`config.mk`:
```
export PLATFORM = sky130hd
export DESIGN_NAME = button_press_classifier
export DESIGN_NICKNAME = d
export VERILOG_FILES = /design/src/rtl/button_press_classifier_pkg.sv /design/src/rtl/button_press_classifier_tick_gen.sv /design/src/rtl/button_press_classifier.sv
export SDC_FILE = /design/constraint.sdc
export NUM_CORES = 1
export LEC_CHECK = 0
export BUFFER_PORTS_ARGS = -buffer_cell sky130_fd_sc_hd__buf_2
export CAP_MARGIN = 10
export CORE_UTILIZATION = 50
export CTS_BUF_LIST = sky130_fd_sc_hd__clkbuf_2 sky130_fd_sc_hd__clkbuf_4 sky130_fd_sc_hd__clkbuf_8
export DETAILED_ROUTE_END_ITERATION = 12
export PLACE_DENSITY = 0.69
export REMOVE_ABC_BUFFERS = 1
export SLEW_MARGIN = 20
export SYNTH_ARGS = -nofsm -noshare
export SYNTH_HDL_FRONTEND = slang
export SYNTH_SLANG_ARGS = --single-unit
```
`constraint.sdc`:
```
create_clock -name clk -period 4.7 [get_ports clk]
set_clock_uncertainty 0.05 [all_clocks]
set_input_delay 1.41 -clock clk [delete_from_list [all_inputs] [get_ports clk]]
set_output_delay 1.41 -clock clk [all_outputs]
set_load 0.02 [all_outputs]
```
`src/rtl/button_press_classifier_pkg.sv`:
```
// Shared definitions for the button press classifier: state encoding, default timing constants.
// WAIT_2ND/SECOND exist only when DOUBLE_CLICK_EN is defined.
package button_press_classifier_pkg;

  localparam int DEF_CLK_HZ  = 100_000_000;
  localparam int DEF_TICK_HZ = 1000;
  localparam int DEF_LONG_MS = 1000;
  localparam int DEF_DBL_MS  = 300;
  localparam int DEF_CNT_W   = 8;

  typedef enum logic [2:0] {
    S_IDLE      = 3'd0,
    S_PRESSED   = 3'd1,
    S_LONG_HELD = 3'd2
`ifdef DOUBLE_CLICK_EN
    ,
    S_WAIT_2ND  = 3'd3,
    S_SECOND    = 3'd4
`endif
  } state_t;

  function automatic int max_int(input int a, input int b);
    return (a > b) ? a : b;
  endfunction

endpackage

```
`src/rtl/button_press_classifier_tick_gen.sv`:
```
// Free-running prescaler: registered one-cycle tick every CLK_HZ/TICK_HZ clocks.
module button_press_classifier_tick_gen #(
  parameter int CLK_HZ  = 100_000_000,
  parameter int TICK_HZ = 1000
) (
  input  logic clk,
  input  logic rst_n,
  output logic tick
);

  localparam int DIV = CLK_HZ / TICK_HZ;
  localparam int CW  = (DIV > 1) ? $clog2(DIV) : 1;
  localparam logic [CW-1:0] LAST = CW'(DIV - 1);

  logic [CW-1:0] cnt;

  always_ff @(posedge clk or negedge rst_n) begin
    if (!rst_n) begin
      cnt  <= '0;
      tick <= 1'b0;
    end else if (cnt == LAST) begin
      cnt  <= '0;
      tick <= 1'b1;
    end else begin
      cnt  <= cnt + 1'b1;
      tick <= 1'b0;
    end
  end

endmodule

```
`src/rtl/button_press_classifier.sv`:
```
// Classifies debounced button presses into short/long (and double with DOUBLE_CLICK_EN) pulses.
// Handshake-free: clean is a level, all outputs are registered and pulses are one cycle wide.
module button_press_classifier
  import button_press_classifier_pkg::*;
#(
  parameter int CLK_HZ  = DEF_CLK_HZ,
  parameter int TICK_HZ = DEF_TICK_HZ,
  parameter int LONG_MS = DEF_LONG_MS,
  parameter int DBL_MS  = DEF_DBL_MS,
  parameter int CNT_W   = DEF_CNT_W
) (
  input  logic             clk,
  input  logic             rst_n,
  input  logic             clean,
  output logic             short_pulse,
  output logic             long_pulse,
  output logic             double_pulse,
  output logic             held,
  output logic [CNT_W-1:0] press_cnt,
  output logic             busy,
  output logic [2:0]       dbg_state
);

  localparam int TMAX = max_int(LONG_MS, DBL_MS);
  localparam int TW   = $clog2(TMAX + 1);
  localparam logic [TW-1:0] T_LONG = TW'(LONG_MS);
  localparam logic [TW-1:0] T_MAX  = TW'(TMAX);
`ifdef DOUBLE_CLICK_EN
  localparam logic [TW-1:0] T_DBL  = TW'(DBL_MS);
`endif

  state_t        state, state_nxt;
  logic [TW-1:0] timer;
  logic          clean_q, tick, rise, fall;
  logic          short_nxt, long_nxt, double_nxt, held_nxt;

  button_press_classifier_tick_gen #(
    .CLK_HZ  (CLK_HZ),
    .TICK_HZ (TICK_HZ)
  ) u_tick (
    .clk   (clk),
    .rst_n (rst_n),
    .tick  (tick)
  );

  assign rise      = clean & ~clean_q;
  assign fall      = ~clean & clean_q;
  assign dbg_state = state;

  always_comb begin
    state_nxt  = state;
    short_nxt  = 1'b0;
    long_nxt   = 1'b0;
    double_nxt = 1'b0;
    held_nxt   = held;
    case (state)
      S_IDLE: if (rise) state_nxt = S_PRESSED;
      S_PRESSED: begin
        // Timeout beats a coincident release: report long, skip the held phase.
        if (timer == T_LONG) begin
          long_nxt = 1'b1;
          if (fall) begin
            state_nxt = S_IDLE;
          end else begin
            state_nxt = S_LONG_HELD;
            held_nxt  = 1'b1;
          end
        end else if (fall) begin
`ifdef DOUBLE_CLICK_EN
          state_nxt = S_WAIT_2ND;
`else
          short_nxt = 1'b1;
          state_nxt = S_IDLE;
`endif
        end
      end
      S_LONG_HELD: begin
        if (fall) begin
          held_nxt  = 1'b0;
          state_nxt = S_IDLE;
        end
      end
`ifdef DOUBLE_CLICK_EN
      S_WAIT_2ND: begin
        if (rise) begin
          double_nxt = 1'b1;
          state_nxt  = S_SECOND;
        end else if (timer == T_DBL) begin
          short_nxt = 1'b1;
          state_nxt = S_IDLE;
        end
      end
      S_SECOND: if (fall) state_nxt = S_IDLE;
`endif
      default: state_nxt = S_IDLE;
    endcase
  end

  always_ff @(posedge clk or negedge rst_n) begin
    if (!rst_n) begin
      state       <= S_IDLE;
      timer       <= '0;
      clean_q     <= 1'b0;
      short_pulse <= 1'b0;
      long_pulse  <= 1'b0;
      held        <= 1'b0;
      press_cnt   <= '0;
      busy        <= 1'b0;
    end else begin
      state       <= state_nxt;
      clean_q     <= clean;
      short_pulse <= short_nxt;
      long_pulse  <= long_nxt;
      held        <= held_nxt;
      busy        <= (state_nxt != S_IDLE);
      if (rise) press_cnt <= press_cnt + 1'b1;
      // Each state measures its own interval, so any transition restarts the timer.
      if (state_nxt != state)             timer <= '0;
      else if (tick && (timer != T_MAX))  timer <= timer + 1'b1;
    end
  end

`ifdef DOUBLE_CLICK_EN
  always_ff @(posedge clk or negedge rst_n) begin
    if (!rst_n) double_pulse <= 1'b0;
    else        double_pulse <= double_nxt;
  end
`else
  logic unused_double;
  assign unused_double = double_nxt;
  assign double_pulse  = 1'b0;
`endif

endmodule
```
==> results.py <==
metrics = {
    "global_routing": {
        "grt_overflow_total": 0,
        "grt_pass1_wl_um": 6150,
        "grt_antenna_before_repair": 0,
        "grt_start_max_net_pins": 45,
        "grt_pass1_vias": 1421,
        "gr-usage-all-layers_pct": 19.4,
    },
    "pwr": {
        "power.internal_w": 0.000556,
        "p_sw_share_pct": 28.9,
        "seq_power_share_pct": 56.3,
        "switchingPower_w": 0.000226,
        "clockPowerShare_pct": 28.2,
        "leakagePower_nw": 0.998,
        "power.density_nw_per_um2": 350,
        "ir_drop_v": 0.000173,
        "comb_power_share_pct": 15.4,
    },
    "sta": {
        "slew_headroom_pct": 38.3,
        "period_needed_ns": 2.46,
        "tns_ns": 0,
        "hold_viol": 0,
        "finalMaxSlewViolations": 0,
        "fmax_mhz": 406,
        "tightest_slew_ns": 0.926,
        "grt_setup_unrepaired": "false",
        "fin_crit_sh_pct": 52.4,
        "finalSetupViolCount": 0,
    },
    "clock_network": {
        "hold_buffers": 0,
        "clock_latency_ns": 0.29,
        "clockBufferDepth": 2,
        "root_buffer": "clkbuf_8",
        "h-tree-depth": 2,
        "clkTransAtPathRegs_ns": 0.07,
        "cts_resized": 0,
        "cts_buffers": 5,
        "cts_tree": "done",
        "post-cts-setup-buffers": 0,
        "cts.sinks": 44,
    },
    "finish": {
        "nFillCells": 317,
        "multi_input_area_um2": 896,
        "design_area_um2": 2230,
        "area_delta_synth_final_pct": 9.70,
        "finalNetCount": 220,
        "n_antenna_cell": 0,
        "seq_area_um2": 1100,
        "drive_above_1_share_pct": 13.6,
    },
    "synth": {
        "ys_async_sr_fraction_pct": 100,
        "synth_common_cells": "44 x dfrtp_1, 19 x nand2_1, 18 x nor3_1",
        "postSynthCellCount": 194,
        "ys.warnings.count": 0,
        "ys_seq_elements": 44,
        "yosys.area.top_type": "dfrtp_1",
        "ys.flop_type": "dfrtp_1",
        "synth_edf_count": 0,
        "ys_types": 38,
        "synth.avg_cell_area_um2": 10.5,
        "synth_top_cell_area_share_pct": 54.1,
        "netlist_area_um2": 2040,
        "yosysMostFrequentCell": "dfrtp_1",
        "ys_top_cells_by_area": "dfrtp_1 54%, xnor2_1 5.6%, xor2_1 5.6%",
        "ys_seq_area_share_pct": 54.1,
    },
    "floorplan": {
        "die-area_um2": 4330,
        "rows": 22,
        "die_h_um": 65.8,
        "io_pins": 19,
        "design.core.area_um2": 3770,
        "die_w_um": 65.8,
        "initial_utilization_pct": 54.0,
    },
    "setup_path": {
        "crit_fanout": 10,
        "cp.arrival_ns": 2.61,
        "crit_type": "primary input to register",
        "worstSetupEndpointType": "register",
        "required_ns": 4.85,
        "cp-start-kind": "primary input",
    },
    "place": {
        "gp_congestion": 0.839,
        "dp_hpwl_um": 2530,
        "portBuffers": 17,
        "dpl_cell_area_um2": 2150,
    },
    "flow_run": {
        "max-cap-violations": 0,
    },
    "drt": {
        "vias": 1462,
        "antenna_left": 0,
        "via_per_inst": 5.60,
        "routedWlPerCell_um": 13.5,
        "drcViolationCount": 0,
        "detail_route.wirelength_um": 3530,
        "first_pass_iters": 4,
        "drtIter0Drc": 73,
    },
    "outcome": {
        "status": "complete, no violations",
    },
    "min_path": {
        "hold_class": "register to register",
    },
}
-- final timing paths --
check / startpoint / to / slack, ns / cells after the start
setup / recovery: clean / timer[4] / 2.24 / 5
hold / removal: press_cnt[7] / press_cnt[7] / 0.42 / 1
setup reg to reg: timer[0] / timer[4] / 2.71 / 6
hold reg to reg: press_cnt[7] / press_cnt[7] / 0.42 / 1
max in group asynchronous: rst_n / u_tick.cnt[13] / 2.82 / 1
min in group asynchronous: rst_n / busy / 1.20 / 1
-- cells in the final DEF, fill, tap and decap left out, types with 2 or more instances in the layout --
master / synthesis / routed
buf_2: 2 / 17
ha_1: 4 / 4
dfrtp_1: 44 / 44
a211oi_1: 2 / 2
o21ai_0: 5 / 5
a31oi_1: 2 / 2
a21oi_1: 4 / 4
nand2_1: 19 / 19
xnor2_1: 13 / 13
and4_1: 2 / 2
nand4_1: 6 / 6
clkbuf_8: 0 / 5
xor2_1: 13 / 13
nor3_1: 18 / 18
conb_1: 1 / 2
nand3_1: 8 / 8
nand2b_1: 4 / 4
nor2_1: 16 / 16
inv_1: 3 / 3
nor2b_1: 2 / 2
and3_1: 3 / 3
or3_1: 4 / 4
-- kinds of logic after synthesis --
kind of cell,count (synthesis),share of synthesized area [%]
mux,1,0.491
buf+inv,9,2.15
xor+xnor,26,11.2
other cells,1,0.184
flops,44,54.1
compound gates,18,5.77
simple gates,91,23.7
fa+ha+maj,4,2.46
-- flip-flops by register name, indices dropped and copies added (netlist names) --
name and cells:
held 1, long_pulse 1, dbg_state 3, press_cnt 8, u_tick.tick 1, u_tick.cnt 17, busy 1, timer 10
clean_q 1, short_pulse 1
-- metal layers --
metal | GRT usage (%) | vias up | routed length, um
met5 | 0 | - | 0
met4 | 10.6 | 0 | 38
met3 | 4.14 | 5 | 150
met2 | 31.3 | 31 | 1740
met1 | 24.1 | 714 | 1600
li1 | - | 712 | -
-- cell type report --
| class | instances | area share [%] |
|---|---|---|
| Clock inverter | 1 | 0.224 |
| Tap cell | 48 | 2.69 |
| Timing Repair Buffer | 17 | 3.81 |
| Multi-Input combinational cell | 142 | 40.1 |
| Inverter | 3 | 0.504 |
| Clock buffer | 6 | 3.42 |
| Sequential cell | 44 | 49.3 |
-- power by group through the flow --
stage / logic, W / clock network [W] / registers [W]
global route: 0.000135 / 0.000245 / 0.000445
global placement: 0.000119 / 0 / 0.000444
floorplan: 0.0000395 / 0 / 0.000478
CTS: 0.000123 / 0.000228 / 0.000440
finish: 0.000121 / 0.000221 / 0.000441
detailed placement: 0.000122 / 0 / 0.000447
-- worst max-delay path, cell delays in order --
cell and delay, ns:
buf_2 0.12, nand2b_1 0.23, nor4b_1 0.19, o2bb2a_1 0.43, nor3_1 0.23
-- per-stage QoR --
step	util (%)	std cells	setup slack, ns	hold slack (ns)	power [W]
2_1_floorplan	-	189	2.24	0.398	0.000518
3_3_place_gp	57.1	254	2.02	0.410	0.000563
3_5_place_dp	57.1	254	1.93	0.417	0.000570
4_1_cts	59.3	261	2.23	0.431	0.000791
5_1_grt	59.3	261	2.14	0.460	0.000826
6_report	59.3	261	2.24	0.423	0.000783
Power figures use the tool's default switching activity.
